## src/rtl/ahb_lite_master.sv

```systemverilog
// rtl/ahb_lite_master.sv - AHB-Lite master converting local commands into SINGLE/INCR bursts
module ahb_lite_master #(
    parameter logic [3:0] HPROT_VAL = 4'b0011,
    parameter int         MAX_BEATS = 16
) (
    input  logic        HCLK,
    input  logic        HRESETn,
    input  logic        cmd_valid,
    output logic        cmd_ready,
    input  logic        cmd_write,
    input  logic [31:0] cmd_addr,
    input  logic [2:0]  cmd_size,
    input  logic [4:0]  cmd_beats,
    input  logic [31:0] wd_data,
    output logic        wd_pop,
    output logic [31:0] rd_data,
    output logic        rd_valid,
    output logic        done,
    output logic        done_err,
    output logic [31:0] HADDR,
    output logic [1:0]  HTRANS,
    output logic        HWRITE,
    output logic [2:0]  HSIZE,
    output logic [2:0]  HBURST,
    output logic [3:0]  HPROT,
    output logic        HMASTLOCK,
    output logic [31:0] HWDATA,
    input  logic        HREADY,
    input  logic        HRESP,
    input  logic [31:0] HRDATA
);

    localparam logic [1:0] TR_IDLE   = 2'b00;
    localparam logic [1:0] TR_NONSEQ = 2'b10;
    localparam logic [1:0] TR_SEQ    = 2'b11;
    localparam logic [5:0] MAX_B     = 6'(MAX_BEATS);

    typedef enum logic [1:0] {S_IDLE, S_ADDR, S_LAST, S_ERR} state_t;

    state_t      state_q, state_d;
    logic [31:0] haddr_q, haddr_d;
    logic [1:0]  htrans_q, htrans_d;
    logic        hwrite_q, hwrite_d;
    logic [2:0]  hsize_q, hsize_d;
    logic [2:0]  hburst_q, hburst_d;
    logic [31:0] hwdata_q, hwdata_d;
    logic [4:0]  rem_q, rem_d;
    logic        dph_q, dph_d;
    logic [31:0] rd_data_q, rd_data_d;
    logic        rd_valid_q, rd_valid_d;
    logic        done_q, done_d;
    logic        done_err_q, done_err_d;

    logic        accept_cmd;
    logic        cmd_bad;
    logic [11:0] span;
    logic [31:0] addr_inc;
    logic        beat_ok;
    logic        err_first;

    function automatic logic [2:0] burst_enc(input logic [4:0] beats);
        case (beats)
            5'd1:    return 3'd0;
            5'd4:    return 3'd3;
            5'd8:    return 3'd5;
            5'd16:   return 3'd7;
            default: return 3'd1;
        endcase
    endfunction

    // End offset of the burst within its 1KB page; must not exceed 1024
    assign span = {2'b00, cmd_addr[9:0]} + (12'(cmd_beats) << cmd_size[1:0]);

    assign cmd_bad = (cmd_size > 3'd2)
                   || (cmd_beats == 5'd0)
                   || ({1'b0, cmd_beats} > MAX_B)
                   || ((cmd_size == 3'd1) && cmd_addr[0])
                   || ((cmd_size == 3'd2) && (cmd_addr[1:0] != 2'b00))
                   || (span > 12'd1024);

    assign cmd_ready  = (state_q == S_IDLE) && !done_q;
    assign accept_cmd = cmd_valid && cmd_ready;
    assign addr_inc   = 32'd1 << hsize_q[1:0];
    assign beat_ok    = HREADY && !HRESP;
    assign err_first  = HRESP && !HREADY;

    always_comb begin
        state_d    = state_q;
        haddr_d    = haddr_q;
        htrans_d   = htrans_q;
        hwrite_d   = hwrite_q;
        hsize_d    = hsize_q;
        hburst_d   = hburst_q;
        hwdata_d   = hwdata_q;
        rem_d      = rem_q;
        dph_d      = dph_q;
        rd_data_d  = rd_data_q;
        rd_valid_d = 1'b0;
        done_d     = 1'b0;
        done_err_d = 1'b0;
        wd_pop     = 1'b0;

        if (dph_q && !hwrite_q && beat_ok) begin
            rd_valid_d = 1'b1;
            rd_data_d  = HRDATA;
        end
        // A completed data phase ends here unless a new address is accepted below
        if (HREADY) begin
            dph_d = 1'b0;
        end

        case (state_q)
            S_IDLE: begin
                if (accept_cmd) begin
                    if (cmd_bad) begin
                        done_d     = 1'b1;
                        done_err_d = 1'b1;
                    end else begin
                        haddr_d  = cmd_addr;
                        htrans_d = TR_NONSEQ;
                        hwrite_d = cmd_write;
                        hsize_d  = cmd_size;
                        hburst_d = burst_enc(cmd_beats);
                        rem_d    = cmd_beats;
                        state_d  = S_ADDR;
                    end
                end
            end
            S_ADDR: begin
                if (beat_ok) begin
                    wd_pop = hwrite_q;
                    if (hwrite_q) begin
                        hwdata_d = wd_data;
                    end
                    rem_d = rem_q - 5'd1;
                    dph_d = 1'b1;
                    if (rem_q > 5'd1) begin
                        haddr_d  = haddr_q + addr_inc;
                        htrans_d = TR_SEQ;
                    end else begin
                        htrans_d = TR_IDLE;
                        state_d  = S_LAST;
                    end
                end else if (err_first) begin
                    htrans_d = TR_IDLE;
                    rem_d    = 5'd0;
                    state_d  = S_ERR;
                end
            end
            S_LAST: begin
                if (beat_ok) begin
                    done_d  = 1'b1;
                    state_d = S_IDLE;
                end else if (err_first) begin
                    state_d = S_ERR;
                end
            end
            S_ERR: begin
                if (HREADY) begin
                    done_d     = 1'b1;
                    done_err_d = 1'b1;
                    state_d    = S_IDLE;
                end
            end
            default: state_d = S_IDLE;
        endcase
    end

    always_ff @(posedge HCLK or negedge HRESETn) begin
        if (!HRESETn) begin
            state_q    <= S_IDLE;
            haddr_q    <= 32'd0;
            htrans_q   <= TR_IDLE;
            hwrite_q   <= 1'b0;
            hsize_q    <= 3'd0;
            hburst_q   <= 3'd0;
            hwdata_q   <= 32'd0;
            rem_q      <= 5'd0;
            dph_q      <= 1'b0;
            rd_data_q  <= 32'd0;
            rd_valid_q <= 1'b0;
            done_q     <= 1'b0;
            done_err_q <= 1'b0;
        end else begin
            state_q    <= state_d;
            haddr_q    <= haddr_d;
            htrans_q   <= htrans_d;
            hwrite_q   <= hwrite_d;
            hsize_q    <= hsize_d;
            hburst_q   <= hburst_d;
            hwdata_q   <= hwdata_d;
            rem_q      <= rem_d;
            dph_q      <= dph_d;
            rd_data_q  <= rd_data_d;
            rd_valid_q <= rd_valid_d;
            done_q     <= done_d;
            done_err_q <= done_err_d;
        end
    end

    assign HADDR     = haddr_q;
    assign HTRANS    = htrans_q;
    assign HWRITE    = hwrite_q;
    assign HSIZE     = hsize_q;
    assign HBURST    = hburst_q;
    assign HWDATA    = hwdata_q;
    assign HPROT     = HPROT_VAL;
    assign HMASTLOCK = 1'b0;
    assign rd_data   = rd_data_q;
    assign rd_valid  = rd_valid_q;
    assign done      = done_q;
    assign done_err  = done_err_q;

endmodule

```

## config.mk

```make
export PLATFORM = sky130hd
export DESIGN_NAME = ahb_lite_master
export DESIGN_NICKNAME = d
export VERILOG_FILES = /design/src/rtl/ahb_lite_master.sv
export SDC_FILE = /design/constraint.sdc
export NUM_CORES = 1
export LEC_CHECK = 0
export ABC_AREA = 1
export CORE_ASPECT_RATIO = 2
export CORE_UTILIZATION = 29
export CTS_CLUSTER_DIAMETER = 60
export DETAILED_ROUTE_END_ITERATION = 10
export PLACE_DENSITY = 0.55
export SLEW_MARGIN = 20
export SYNTH_ARGS = -nofsm -noshare
export SYNTH_HDL_FRONTEND = slang
export SYNTH_SLANG_ARGS = --single-unit
export TNS_END_PERCENT = 100
```

## constraint.sdc

```tcl
create_clock -name HCLK -period 4.1 [get_ports HCLK]
set_input_delay 0.82 -clock HCLK [delete_from_list [all_inputs] [get_ports HCLK]]
set_output_delay 0.82 -clock HCLK [all_outputs]
set_load 0.01 [all_outputs]
```

Word level (Yosys, flattened, before mapping)
Index checks and enable logic that the tools add are counted.
{"block": "classes", "add_sub_neg": 3, "n_mul": 0, "div": 0, "order_cmp": 4, "n_eq_ne": 16, "shifts": 2, "mux": 37, "bitwise": 1, "n_reduce_logical": 26}
{"cell": "32-bit 2-to-1 mux", "count": 4}
{"cell": "32-bit case mux with 2 select lines", "count": 1}
{"cell": "32-bit adder", "count": 1}
{"cell": "1-bit by 2-bit left shift with 32-bit output (first input constant)", "count": 1}
{"cell": "2-bit 2-to-1 mux", "count": 12}
{"cell": "5-bit 2-to-1 mux", "count": 4}
{"cell": "10-bit by 12-bit adder with 12-bit output", "count": 1}
{"cell": "12-bit by 11-bit > comparator with 1-bit output (second input constant)", "count": 1}
{"cell": "3-bit case mux with 4 select lines", "count": 1}
{"cell": "5-bit by 2-bit left shift with 12-bit output", "count": 1}
{"cell": "1-bit 2-to-1 mux", "count": 10}
{"cell": "2-bit inequality test (second input constant)", "count": 5}
{"cell": "5-bit case mux with 2 select lines", "count": 1}
{"cell": "1-bit logical AND", "count": 8}
{"cell": "2-bit case mux with 4 select lines", "count": 1}
{"cell": "4-bit AND reduction", "count": 2}
{"cell": "3-bit inequality test (second input constant)", "count": 2}
{"cell": "3-bit AND reduction", "count": 2}
{"cell": "5-bit by 1-bit == test with 1-bit output (second input constant)", "count": 1}
{"cell": "5-bit by 3-bit == test with 1-bit output (second input constant)", "count": 1}
{"cell": "5-bit by 4-bit == test with 1-bit output (second input constant)", "count": 1}
{"cell": "5-bit == test (second input constant)", "count": 1}
{"cell": "5-bit by 1-bit > comparator with 1-bit output (second input constant)", "count": 1}
{"cell": "5-bit > comparator (second input constant)", "count": 1}
{"cell": "16 further kinds", "count": 25}
{"block": "word_totals", "reg_bits": 116, "latchBits": 0, "ramBits": 0, "rom_bits": 0, "inputBits": 110, "out_inout_bits": 115, "memories": 0}

Depth between registers and ports, before layout
Gate-level depths: netlist of the first run.
{"block": "logic_depth", "depth_word": 9, "depth_mapped": 22, "mapped_depth_nobuf": 21}

Worst setup path after synthesis of the first run
Ideal clock, no wire load.
{"block": "synth_timing", "path_type": "input -> register", "startpoint": "input port cmd_size[0]", "endpoint": "register haddr_q[22] (netlist: HADDR[22])", "setup_time_ns": 0.117, "arrival_time_ns": 2.907, "required_time_ns": 3.983, "path_slack_ns": 1.076, "stages": 20, "path_cell_list": "clkbuf_1 nor3_1 ha_1 inv_1 fa_1 inv_1 nand2_1 nand2_1 nand3_1 nand2_1 nand3_1 nor2_1 nand3_1 nand2_1 nand3_2 nand2_4 nand2_4 buf_6 nand2_1 nand2_1"}
{"block": "synth_via", "elab_chain_cells": 8, "elab_cells_between_ends": 15, "classes_between": "add/sub: 1; order compare: 2; eq/ne: 3; shift: 1; reduce/logical: 8"}
{"element": "from (decl)", "line_no": "12", "source": "input logic [2:0] cmd_size,"}
{"element": "branches (longest 5 deep; another with 10-bit by 12-bit adder with 12-bit output)"}
{"element": "1-bit logical OR (*)", "line_no": "79", "source": "|| (span > 12'd1024);"}
{"element": "2-bit inequality test (no source line) (*)"}
{"element": "5-bit AND reduction (no source line) (*)"}
{"element": "to (signal assigned)", "line_no": "186", "source": "haddr_q <= haddr_d;"}
{"element": "to (decl)", "line_no": "41", "source": "logic [31:0] haddr_q, haddr_d;"}
Every way passes the cells marked *.
A chain may end at the register's enable or synchronous reset.

Worst setup path after layout of the first run
{"block": "layout_timing", "startpoint": "input port cmd_beats[0]", "endpoint": "register haddr_q[26] (netlist: HADDR[26])"}
{"block": "layout_via", "elab_chain_cells": 8, "elab_cells_between_ends": 12, "classes_between": "add/sub: 1; order compare: 2; eq/ne: 1; shift: 1; reduce/logical: 7"}
{"element": "from (decl)", "line_no": "13", "source": "input logic [4:0] cmd_beats,"}
{"element": "branches (longest 5 deep; another with 10-bit by 12-bit adder with 12-bit output)"}
{"element": "1-bit logical OR (*)", "line_no": "79"}
{"element": "2-bit inequality test (no source line) (*)"}
{"element": "5-bit AND reduction (no source line) (*)"}
Marked as above.

==> summary.txt, run 1 <==
GRT
  • First-pass GRT wire length: 35,700 µm
  • Number of global-route vias before repair: 6,750
  • GRT Total Usage: 20.0%
  • Total gr overflow: 0
  • Largest net degree at the start of global routing: 68
  • Initial antenna violation count: 0

Detailed routing
  • Vias: 6,664
  • Drt pass-1 iters: 4
  • Number of vias per cell: 4.61
  • Iteration-0 DRC Markers: 354
  • Final antenna-violating net count: 0
  • # DRC: 0
  • Post-Route WL: 23,000 µm
  • Routed WL per cell: 15.9 µm

Power
  • Total power: 6.95 mW
  • Leakage: 4.76 nW
  • Pwr dens: 713 nW/µm²
  • Peak VDD IR: 0.317 mV

Floorplan
  • Initial Util: 29.5%
  • IO Count: 225
  • Core outline area: 22,700 µm²
  • Row count: 78
  • Die Span Y: 217 µm
  • Die X: 110 µm
  • Full die area: 23,800 µm²

Timing
  • Endpoints failing setup: 0
  • Worst Skew: 0.00946 ns
  • Hold WS: 0.465 ns
  • Setup TNS: 0 ns
  • Fmax: 270 MHz
  • Final Cycle Share: 90.4%
  • Slew margin rel.: 35.6%
  • Slew Viols, Final: 0
  • Min Tclk post-route: 3.70 ns
  • Worst-margin pin slew: 0.959 ns
  • RSZ-0062 raised after global routing: false
  • Final Hold Fails: 0

Cells and area
  • Number of fill cells: 2,390
  • Post-Layout Cell Count: 1,444
  • Util after Layout: 42.9%
  • Nets: 1,283
  • Area growth from synthesis to layout: 45.2%
  • Ant. Diodes: 0
  • Share of cells above drive strength 1: 5.50%

Synth
  • Post-synth top area share: 43.3%
  • YS warnings: 0
  • Area of the mapped netlist: 6710 µm²
  • #FFs+latches synth: 116
  • FFs w/ async S/R, synth: 100%
  • Avg Synthesized Cell Area: 7.17 µm²
  • Yosys cell types: 44
  • Seq/Total Area, Yosys: 43.3%
  • Largest area contributor in the netlist: dfrtp_1
  • Top_reg_cell synth: dfrtp_1
  • Number of flops mapped to enable cells by yosys: 0
  • Syn Inst Count: 936
  • Synth area leaders: dfrtp_1 (43%), nand2_1 (25%), nand3_1 (5.6%)

Worst setup path
  • Reg2reg setup slack: 1.36 ns
  • Required time of the critical path: 4.40 ns
  • Critical path startpoint category: primary input
  • Crit Path Max Fanout: 32
  • Worst setup path class: in -> reg
  • Worst Setup End Kind: flop
  • Arr. time, crit path: 4.01 ns

Clock tree
  • Clock sink total: 116
  • CTS max path bufs: 2
  • CTS tree: built
  • Setup Fix Bufs, Post-CTS: 0
  • Clock Pin Slew Worst Setup and Hold Paths: 0.06 ns
  • TritonCTS buffer count: 17
  • CTS Hold Bufs: 0
  • Skew-Pair Late Insertion Delay: 0.42 ns
  • H-tree Lvls: 4
  • CTS Root Cell: clkbuf_16
  • Post-CTS sizing: 0

Run status
  • Status: finished clean

Job
  • Number of max-cap violations: 0

Place
  • Placed insts: 1,412
  • Port Buffers: 219
  • Final GP Congestion: 0.881
  • Post-DP HPWL: 17,200 µm

Worst hold path
  • Hold Path Class: reg -> reg
==> path summary, 6_finish.rpt <==
path                                    from        end  cells after the start
min in group asynchronous            HRESETn   HADDR[8]                      1
max in group asynchronous            HRESETn  HWDATA[7]                      2
worst min register to register      HSIZE[2]   HSIZE[2]                      2
worst max-delay path            cmd_beats[0]  HADDR[26]                     21
worst max register to register      HSIZE[1]  HADDR[30]                     13
worst min-delay path                HSIZE[2]   HSIZE[2]                      2
==> cell usage after synthesis, types with 2 or more instances <==
library cell  instances
a21oi_1              24
a31oi_1               4
and3_1                2
buf_1                 3
buf_4                10
buf_6                 3
clkbuf_1             21
conb_1                2
dfrtp_1             116
fa_1                  2
ha_1                 20
inv_1                58
inv_2                 4
mux2i_1               2
nand2_1             444
nand2_4               2
nand3_1              75
nand3b_1              3
nand4_1               7
nor2_1               44
nor3_1               11
nor3_2                2
nor4_1                2
nor4_2                2
o21ai_0              31
o21ai_1               2
o21ai_2               3
o22ai_1               4
o31ai_1               2
or2_2                 2
xnor2_1               8
xor2_1                9
==> final cells by class <==
| cell class | count | area [µm²] | share of cell area (%) |
|---|---|---|---|
| Clock inverter | 15 | 145 | 1.49 |
| Inverter | 62 | 233 | 2.39 |
| Sequential cell | 116 | 2900 | 29.8 |
| Clock buffer | 17 | 425 | 4.36 |
| Multi-Input combinational cell | 723 | 3390 | 34.7 |
| Tap cell | 280 | 350 | 3.59 |
| Timing Repair Buffer | 231 | 2300 | 23.6 |
==> cells in the final DEF (no fill, tap or decap), types with 2 or more instances in the layout <==
cell and instances:
inv_2 4, conb_1 5, nor3_2 2, nor2_2 2, inv_1 57, clkdlybuf4s50_1 218, inv_6 7, nor2_1 43
clkbuf_16 17, dfrtp_1 116, nand3b_1 3, xnor2_1 8, nor3_1 11, o31ai_1 2, nand4_1 7, nand2_1 444
nand3_1 75, o21ai_2 3, and3_1 2, nor4_2 2, fa_1 2, nor4_1 2, a31oi_1 4, xor2_1 9
buf_12 2, o21ai_0 31, clkinv_4 3, a21oi_1 24, o21ai_1 2, or2_2 2, buf_4 11, nand2_4 2
clkinvlp_4 3, o22ai_1 4, ha_1 20, mux2i_1 2
==> sequential cells by signal (all words and copies together) (netlist names) <==
name	count
HSIZE	3
HTRANS	2
HWDATA	32
HBURST	3
rd_valid	1
HADDR	32
done	1
rd_data	32
dph_q	1
state_q	2
done_err	1
rem_q	5
HWRITE	1
==> worst max-delay path, cell delays in order <==
cell and delay, ns:
clkdlybuf4s50_1 0.59, inv_2 0.10, nand2_1 0.06, o21ai_0 0.13, nor2_1 0.19, inv_1 0.08, fa_1 0.43, inv_1 0.13
nand2_1 0.10, nand2_1 0.13, nand3_1 0.08, nand2_1 0.08, nand3_1 0.06, nor2_1 0.09, nand3_1 0.08, nand2_1 0.11
nand3_2 0.11, nand2_4 0.16, nand2_4 0.25, nand2_1 0.14, nand2_1 0.06
==> kinds of logic after synthesis <==
| family | count (synthesis) | synth area share (%) |
|---|---|---|
| adders and majority gates | 22 | 4.33 |
| other | 2 | 0.112 |
| DFF | 116 | 43.3 |
| muxes | 2 | 0.298 |
| AOI/OAI and AO/OA | 77 | 6.45 |
| xor gates and xnor gates | 17 | 2.22 |
| buffers and inverters | 100 | 6.51 |
| and+or+nand+nor | 600 | 36.8 |
==> where the power goes <==
| part | switching (mW) | total, mW | internal (mW) | leakage, nW |
|---|---|---|---|---|
| clock | 0.625 | 1.47 | 0.848 | 0.272 |
| sequential | 0.488 | 2.16 | 1.67 | 1.48 |
| combinational | 1.75 | 3.32 | 1.56 | 3.01 |
==> metrics by stage <==
stage	instance area [µm²]	worst slack [ns]
after global placement	9180	-0.0277
after CTS	9750	0.419
after detailed placement	9180	0.00315
after floorplan	6720	1.08
final	9750	0.395
after global routing	9750	0.0949
==> per-layer routing <==
layer	share of wire (%)	GRT usage, %
met4	4.1	10.5
met1	35	19.6
met2	56	37.8
met3	5.0	4.07
met5	0	0
No activity file was read; power rests on OpenSTA's default activity.
==> inputs of run 2 (changes only) <==
--- a/config.mk
+++ b/config.mk
@@ -10,6 +10,7 @@
 export CORE_UTILIZATION = 29
 export CTS_CLUSTER_DIAMETER = 60
 export DETAILED_ROUTE_END_ITERATION = 10
+export GPL_ROUTABILITY_DRIVEN = 0
 export PLACE_DENSITY = 0.55
 export SLEW_MARGIN = 20
 export SYNTH_ARGS = -nofsm -noshare
==> run 2 against run 1 <==
Sequential cell count did not move. Non-clock buffer count fell by 2. Sequential power barely moved. Register-to-register slack improved by 0.06 ns. Wire length fell by 1.3%. Die area did not move. Global-route usage barely moved. Fmax rose by 3.0%. Critical path type is now in -> out. Critical endpoint is now wd_pop. Highest routed layer unchanged.
==> summary.txt, run 2 (synthesized netlist as in run 1, its figures left out) <==
Worst setup path
  • Critical path startpoint category: primary input
  • Crit Path Max Fanout: 7 (-78%)
  • RR Endpoint: HADDR[30]
  • Worst R2R Path Depth: 13 (unchanged)
  • Required time of the critical path: 3.28 ns (-1.12 ns)
  • CP peak stage delay: 0.58 ns (about the same)
  • CP top delay family: buffers and inverters
  • Crit Reg-Reg Startpoint: HSIZE[1]
  • Critical Path Start: HREADY
  • Worst setup path class: in -> out
  • Arr. time, crit path: 2.78 ns (-1.23 ns)
  • Reg2reg setup slack: 1.42 ns (+0.06 ns)
  • Slowest cell on crit path: clkdlybuf4s50_1
  • Most used cell, CP: clkdlybuf4s50_1
  • Cell Chain, Critical Path: clkdlybuf4s50_1 > ha_1 > nand2_1 > nor2_2 > clkdlybuf4s50_1
  • Worst Setup End Kind: primary output
  • Worst path bufs/invs: 2 (-2)

Worst hold path
  • Hold Path Class: in -> async

Detailed routing
  • Routed WL per cell: 15.7 µm (-1.2%)
  • Post-Route WL: 22,700 µm (-1.3%)
  • M1 WL: 8090 µm (-0.31%)
  • Met2 WL: 12,500 µm (-2.0%)
  • Final antenna-violating net count: 0 (unchanged)
  • Met3 Wirelength: 1210 µm (+4.9%)
  • Number of vias per cell: 4.69 (+1.7%)
  • Iteration-0 DRC Markers: 366 (+3.4%)
  • Vias: 6,765 (+1.5%)
  • # DRC: 0 (unchanged)
  • Drt pass-1 iters: 5 (+1)
  • Highest metal used: met4

Cells and area
  • Area occupied by multi-input gates: 3390 µm² (unchanged)
  • FF/Latch Area: 2900 µm² (unchanged)
  • Area growth from synthesis to layout: 45.0%
  • Number of fill cells: 2,415 (+1.0%)
  • Commonest non-fill, non-tap cell in the layout: nand2_1
  • Post-Layout Cell Count: 1,442 (-0.14%)
  • Nets: 1,281 (-0.16%)
  • Share of cells above drive strength 1: 5.34% (-0.16 points)
  • Design area: 9730 µm² (-0.17%)
  • Commonest non-fill, non-tap cells in the layout: nand2_1 (444), clkdlybuf4s50_1 (218), dfrtp_1 (116)
  • Util after Layout: 42.8% (-0.072 points)
  • Ant. Diodes: 0 (unchanged)

Clock tree
  • CTS max path bufs: 2 (unchanged)
  • CTS tree: built
  • Skew-Pair Late Insertion Delay: 0.42 ns (about the same)
  • Setup Fix Bufs, Post-CTS: 0 (unchanged)
  • CTS Root Cell: clkbuf_16
  • Post-CTS sizing: 0 (unchanged)
  • Clock Pin Slew Worst Setup and Hold Paths: 0.06 ns (about the same)
  • Clock sink total: 116 (unchanged)
  • H-tree Lvls: 4 (unchanged)
  • CTS Hold Bufs: 0 (unchanged)
  • TritonCTS buffer count: 17 (unchanged)

Job
  • Number of max-cap violations: 0 (unchanged)

Run status
  • Status: finished clean

Power
  • Pwr dens: 710 nW/µm² (-0.52%)
  • Peak VDD IR: 0.307 mV (-3.1%)
  • Total power: 6.90 mW (-0.68%)
  • Leakage: 4.75 nW (-0.28%)

Place
  • Post-Place Setup Slack: 0.0342 ns (+0.0310 ns)
  • Placed insts: 1,410 (-0.14%)
  • Area post-placement: 9170 µm² (about the same)
  • Port Buffers: 219 (unchanged)
  • Post-DP HPWL: 16,800 µm (-2.1%)

Floorplan
  • Die Span Y: 217 µm (unchanged)
  • Initial Util: 29.5% (unchanged)
  • Full die area: 23,800 µm² (unchanged)
  • Die X: 110 µm (unchanged)
  • Row count: 78 (unchanged)
  • IO Count: 225 (unchanged)
  • Core outline area: 22,700 µm² (unchanged)

Timing
  • Min setup slack post-route: 0.503 ns (+0.107 ns)
  • Fmax: 278 MHz (+3.0%)
  • Slew margin rel.: 35.6% (-0.065 points)
  • Hold WS: 0.351 ns (-0.114 ns)
  • RSZ-0062 raised after global routing: false
  • Final Cycle Share: 87.7% (-2.6 points)
  • Slew Viols, Final: 0 (unchanged)
  • Setup TNS: 0 ns (unchanged)
  • Endpoints failing setup: 0 (unchanged)
  • Min Tclk post-route: 3.60 ns (-0.107 ns)
  • Worst-margin pin slew: 0.960 ns (+0.000973 ns)
  • Worst Skew: 0.00795 ns (-0.00150 ns)
  • Final Hold Fails: 0 (unchanged)

GRT
  • Number of global-route vias before repair: 6,846 (+1.4%)
  • Largest net degree at the start of global routing: 86 (+26%)
  • GRT Total Usage: 19.9% (-0.036 points)
  • First-pass GRT wire length: 35,600 µm (about the same)
  • Total gr overflow: 0 (unchanged)
  • Initial antenna violation count: 0 (unchanged)
==> run 2: changes by cell type in the layout (fill, tap and decap cells not counted) <==
cell,change
buf_12,+1
clkbuf_8,+1
clkinv_2,-1
clkinvlp_4,+1
bufinv_16,-1
buf_4,-3
==> run 2: cell type report <==
| type | instances | area share, % |
|---|---|---|
| flip-flops and latches | 116 | 29.8 |
| clock buffers | 18 | 4.51 |
| clock inverters | 14 | 1.21 |
| multi-input cells | 723 | 34.8 |
| well taps | 280 | 3.60 |
| repair buffers | 229 | 23.7 |
| inverters | 62 | 2.39 |
==> run 2: how the worst max path moves through the flow <==
stage                           end  slack (ns)  depth (start not counted)
after floorplan           HADDR[22]        1.08                         20
after global placement    HADDR[11]        0.07                         19
after detailed placement  HADDR[25]        0.03                         19
after CTS                    wd_pop        0.47                          5
after global routing      HADDR[25]        0.16                         19
final                        wd_pop        0.50                          5
==> run 2: layer usage <==
layer,vias to the layer above,GRT usage [%]
met2,243,37.1
met4,0,10.1
met1,3084,20.1
li1,3391,-
met3,47,4.34
met5,-,0
==> run 2: power by group <==
| group | switching (mW) | internal, mW |
|---|---|---|
| registers | 0.489 | 1.67 |
| clock network | 0.622 | 0.804 |
| logic | 1.75 | 1.57 |
==> inputs of run 3 (changes only) <==
==> constraint.sdc (replaced) <==
create_clock -name HCLK -period 4.1 [get_ports HCLK]
set_input_delay 0.82 -clock HCLK [delete_from_list [all_inputs] [get_ports HCLK]]
set_output_delay 0.82 -clock HCLK [all_outputs]
set_load 0.05 [all_outputs]
==> run 3 against run 2 <==
Clock skew is 0.00073 ns lower. Worst setup slack better by 0.068 ns. Register-to-register slack worse by 0.14 ns. Global-route usage hardly changed. Clock-buffer cell count is 1 higher. Sequential cell count stayed put. Final cell count stayed put. Non-clock buffer count stayed put. Total power is 22% higher.
==> summary.txt, run 3 (synthesized netlist as in run 1, its figures left out) <==
Detailed routing
  • Number of vias per cell: 4.68 (-0.22%)
  • # DRC: 0 (unchanged)
  • Final antenna-violating net count: 0 (unchanged)
  • Post-Route WL: 22,600 µm (-0.58%)
  • Drt pass-1 iters: 4 (-1)
  • Routed WL per cell: 15.6 µm (-0.58%)
  • Vias: 6,750 (-0.22%)
  • Iteration-0 DRC Markers: 346 (-5.5%)

Floorplan
  • Row count: 78 (unchanged)
  • Initial Util: 29.5% (unchanged)
  • Die X: 110 µm (unchanged)
  • IO Count: 225 (unchanged)
  • Full die area: 23,800 µm² (unchanged)
  • Core outline area: 22,700 µm² (unchanged)
  • Die Span Y: 217 µm (unchanged)

Timing
  • RSZ-0062 raised after global routing: false
  • Slew margin rel.: 30.1% (-5.4 points)
  • Min setup slack post-route: 0.571 ns (+0.0684 ns)
  • Slew Viols, Final: 0 (unchanged)
  • Final Cycle Share: 86.1% (-1.7 points)
  • Setup TNS: 0 ns (unchanged)
  • Min Tclk post-route: 3.53 ns (-0.0684 ns)
  • Worst-margin pin slew: 1.05 ns (+0.0862 ns)
  • Worst Skew: 0.00722 ns (-0.000734 ns)
  • Endpoints failing setup: 0 (unchanged)
  • Fmax: 283 MHz (+1.9%)
  • Hold WS: 0.462 ns (+0.111 ns)
  • Final Hold Fails: 0 (unchanged)

Clock tree
  • TritonCTS buffer count: 17 (unchanged)
  • Post-CTS sizing: 0 (unchanged)
  • CTS max path bufs: 2 (unchanged)
  • Clock Pin Slew Worst Setup and Hold Paths: 0.05 ns (about the same)
  • Clock sink total: 116 (unchanged)
  • Setup Fix Bufs, Post-CTS: 0 (unchanged)
  • CTS Hold Bufs: 0 (unchanged)
  • CTS Root Cell: clkbuf_16
  • Skew-Pair Late Insertion Delay: 0.43 ns (about the same)
  • CTS tree: built
  • H-tree Lvls: 4 (unchanged)

Cells and area
  • Commonest non-fill, non-tap cell in the layout: nand2_1
  • FF/Latch Area: 2900 µm² (unchanged)
  • Ant. Diodes: 0 (unchanged)
  • Number of fill cells: 2,328 (-3.6%)
  • Area growth from synthesis to layout: 44.9% (about the same)
  • Share of cells above drive strength 1: 5.34% (unchanged)
  • Nets: 1,281 (unchanged)
  • Area occupied by multi-input gates: 3390 µm² (unchanged)
  • Commonest non-fill, non-tap cells in the layout: nand2_1 (444), clkdlybuf4s50_1 (217), dfrtp_1 (116)

GRT
  • Met3 Usage GRT: 5.48% (+1.1 points)
  • Initial antenna violation count: 0 (unchanged)
  • First-pass GRT wire length: 35,400 µm (-0.76%)
  • Number of global-route vias before repair: 6,765 (-1.2%)
  • Met1 Resource Use GR: 19.4% (-0.71 points)
  • Largest net degree at the start of global routing: 117 (+36%)
  • GRT Total Usage: 19.9% (-0.034 points)
  • Total gr overflow: 0 (unchanged)
  • Top Usage Layer GRT: met2
  • GR Layer Usage met2: 36.3% (-0.80 points)

Worst setup path
  • RR Endpoint: HADDR[22]
  • Critical Path Start: cmd_size[0]
  • Worst setup path class: in -> reg
  • CP peak stage delay: 0.66 ns (+0.08 ns)
  • Crit Reg-Reg Startpoint: state_q[1]
  • Arr. time, crit path: 3.84 ns (+1.06 ns)
  • CP Capture Point: HADDR[22]
  • Most used cell, CP: nand2_1
  • Reg2reg setup slack: 1.28 ns (-0.14 ns)
  • Worst Setup End Kind: flop
  • Slowest cell on crit path: clkdlybuf4s50_1
  • Critical path startpoint category: primary input
  • Cell Chain, Critical Path: clkdlybuf4s50_1 > o21ai_0 > mux2i_1 > ha_1 > a21oi_1 > nand2_1 > nand2_1 > nand2_1 > nor2_1 > nand3_1 > nand2_1 > nand3_2 > nand2_4 > nand2_4 > nand2_1 > nand2_1
  • Crit Path Max Fanout: 32 (+25)
  • Required time of the critical path: 4.41 ns (+1.13 ns)
  • Worst R2R Path Depth: 10 (-3)

Job
  • Number of max-cap violations: 0 (unchanged)

Power
  • Peak VDD IR: 0.437 mV (+42%)
  • Leakage: 4.75 nW (about the same)
  • Pwr dens: 867 nW/µm² (+22%)

Worst hold path
  • Hold Path Class: reg -> reg

Place
  • Post-DP HPWL: 16,700 µm (-1.0%)
  • Post-Place Setup Slack: 0.121 ns (+0.0870 ns)
  • Port Buffers: 219 (unchanged)

Run status
  • Status: finished clean
## run 3: critical path, delay by kind of cell
family / cells / cell delay (ns)
and+or+nand+nor: 11 / 1.26
buffers and inverters: 1 / 0.66
AOI/OAI and AO/OA: 2 / 0.45
adders and majority gates: 1 / 0.35
muxes: 1 / 0.28
## run 3: through the flow
stage               total power [mW]  utilization, %  instance area [µm²]  std cells
floorplan                       5.36               -                 6720        939
global placement                7.05            40.3                 9170       1410
detailed placement              7.07            40.3                 9170       1410
CTS                             8.53            42.8                 9730       1442
global route                    8.98            42.8                 9730       1442
finish                          8.43            42.8                 9730       1442
## run 3: final cells by class
cell class / instances / area share, %
Multi-Input combinational cell: 723 / 34.8
Sequential cell: 116 / 29.8
Timing Repair Buffer: 229 / 23.6
Clock buffer: 19 / 4.55
Tap cell: 280 / 3.60
Inverter: 62 / 2.39
Clock inverter: 13 / 1.14
## run 3: layer usage
| metal | share of wire, % | up-vias |
|---|---|---|
| met5 | 0 | - |
| met4 | 4.8 | 0 |
| met3 | 5.5 | 58 |
| met2 | 54 | 224 |
| met1 | 35 | 3071 |
| li1 | - | 3397 |
## run 3: power by group
part	internal (mW)	leakage, nW	switching, mW
clock network	0.843	0.264	0.570
logic	1.56	3.01	3.29
registers	1.67	1.48	0.487
total	4.08	4.75	4.35
## run 3: worst min path at each step
stage	to	cells after the start	from
after floorplan	rem_q[1]	2	rem_q[1]
after global placement	HWDATA[30]	2	HWDATA[30]
after detailed placement	HSIZE[2]	2	HSIZE[2]
after CTS	HSIZE[2]	2	HSIZE[2]
after global routing	HWDATA[21]	2	HWDATA[21]
final	HSIZE[2]	2	HSIZE[2]
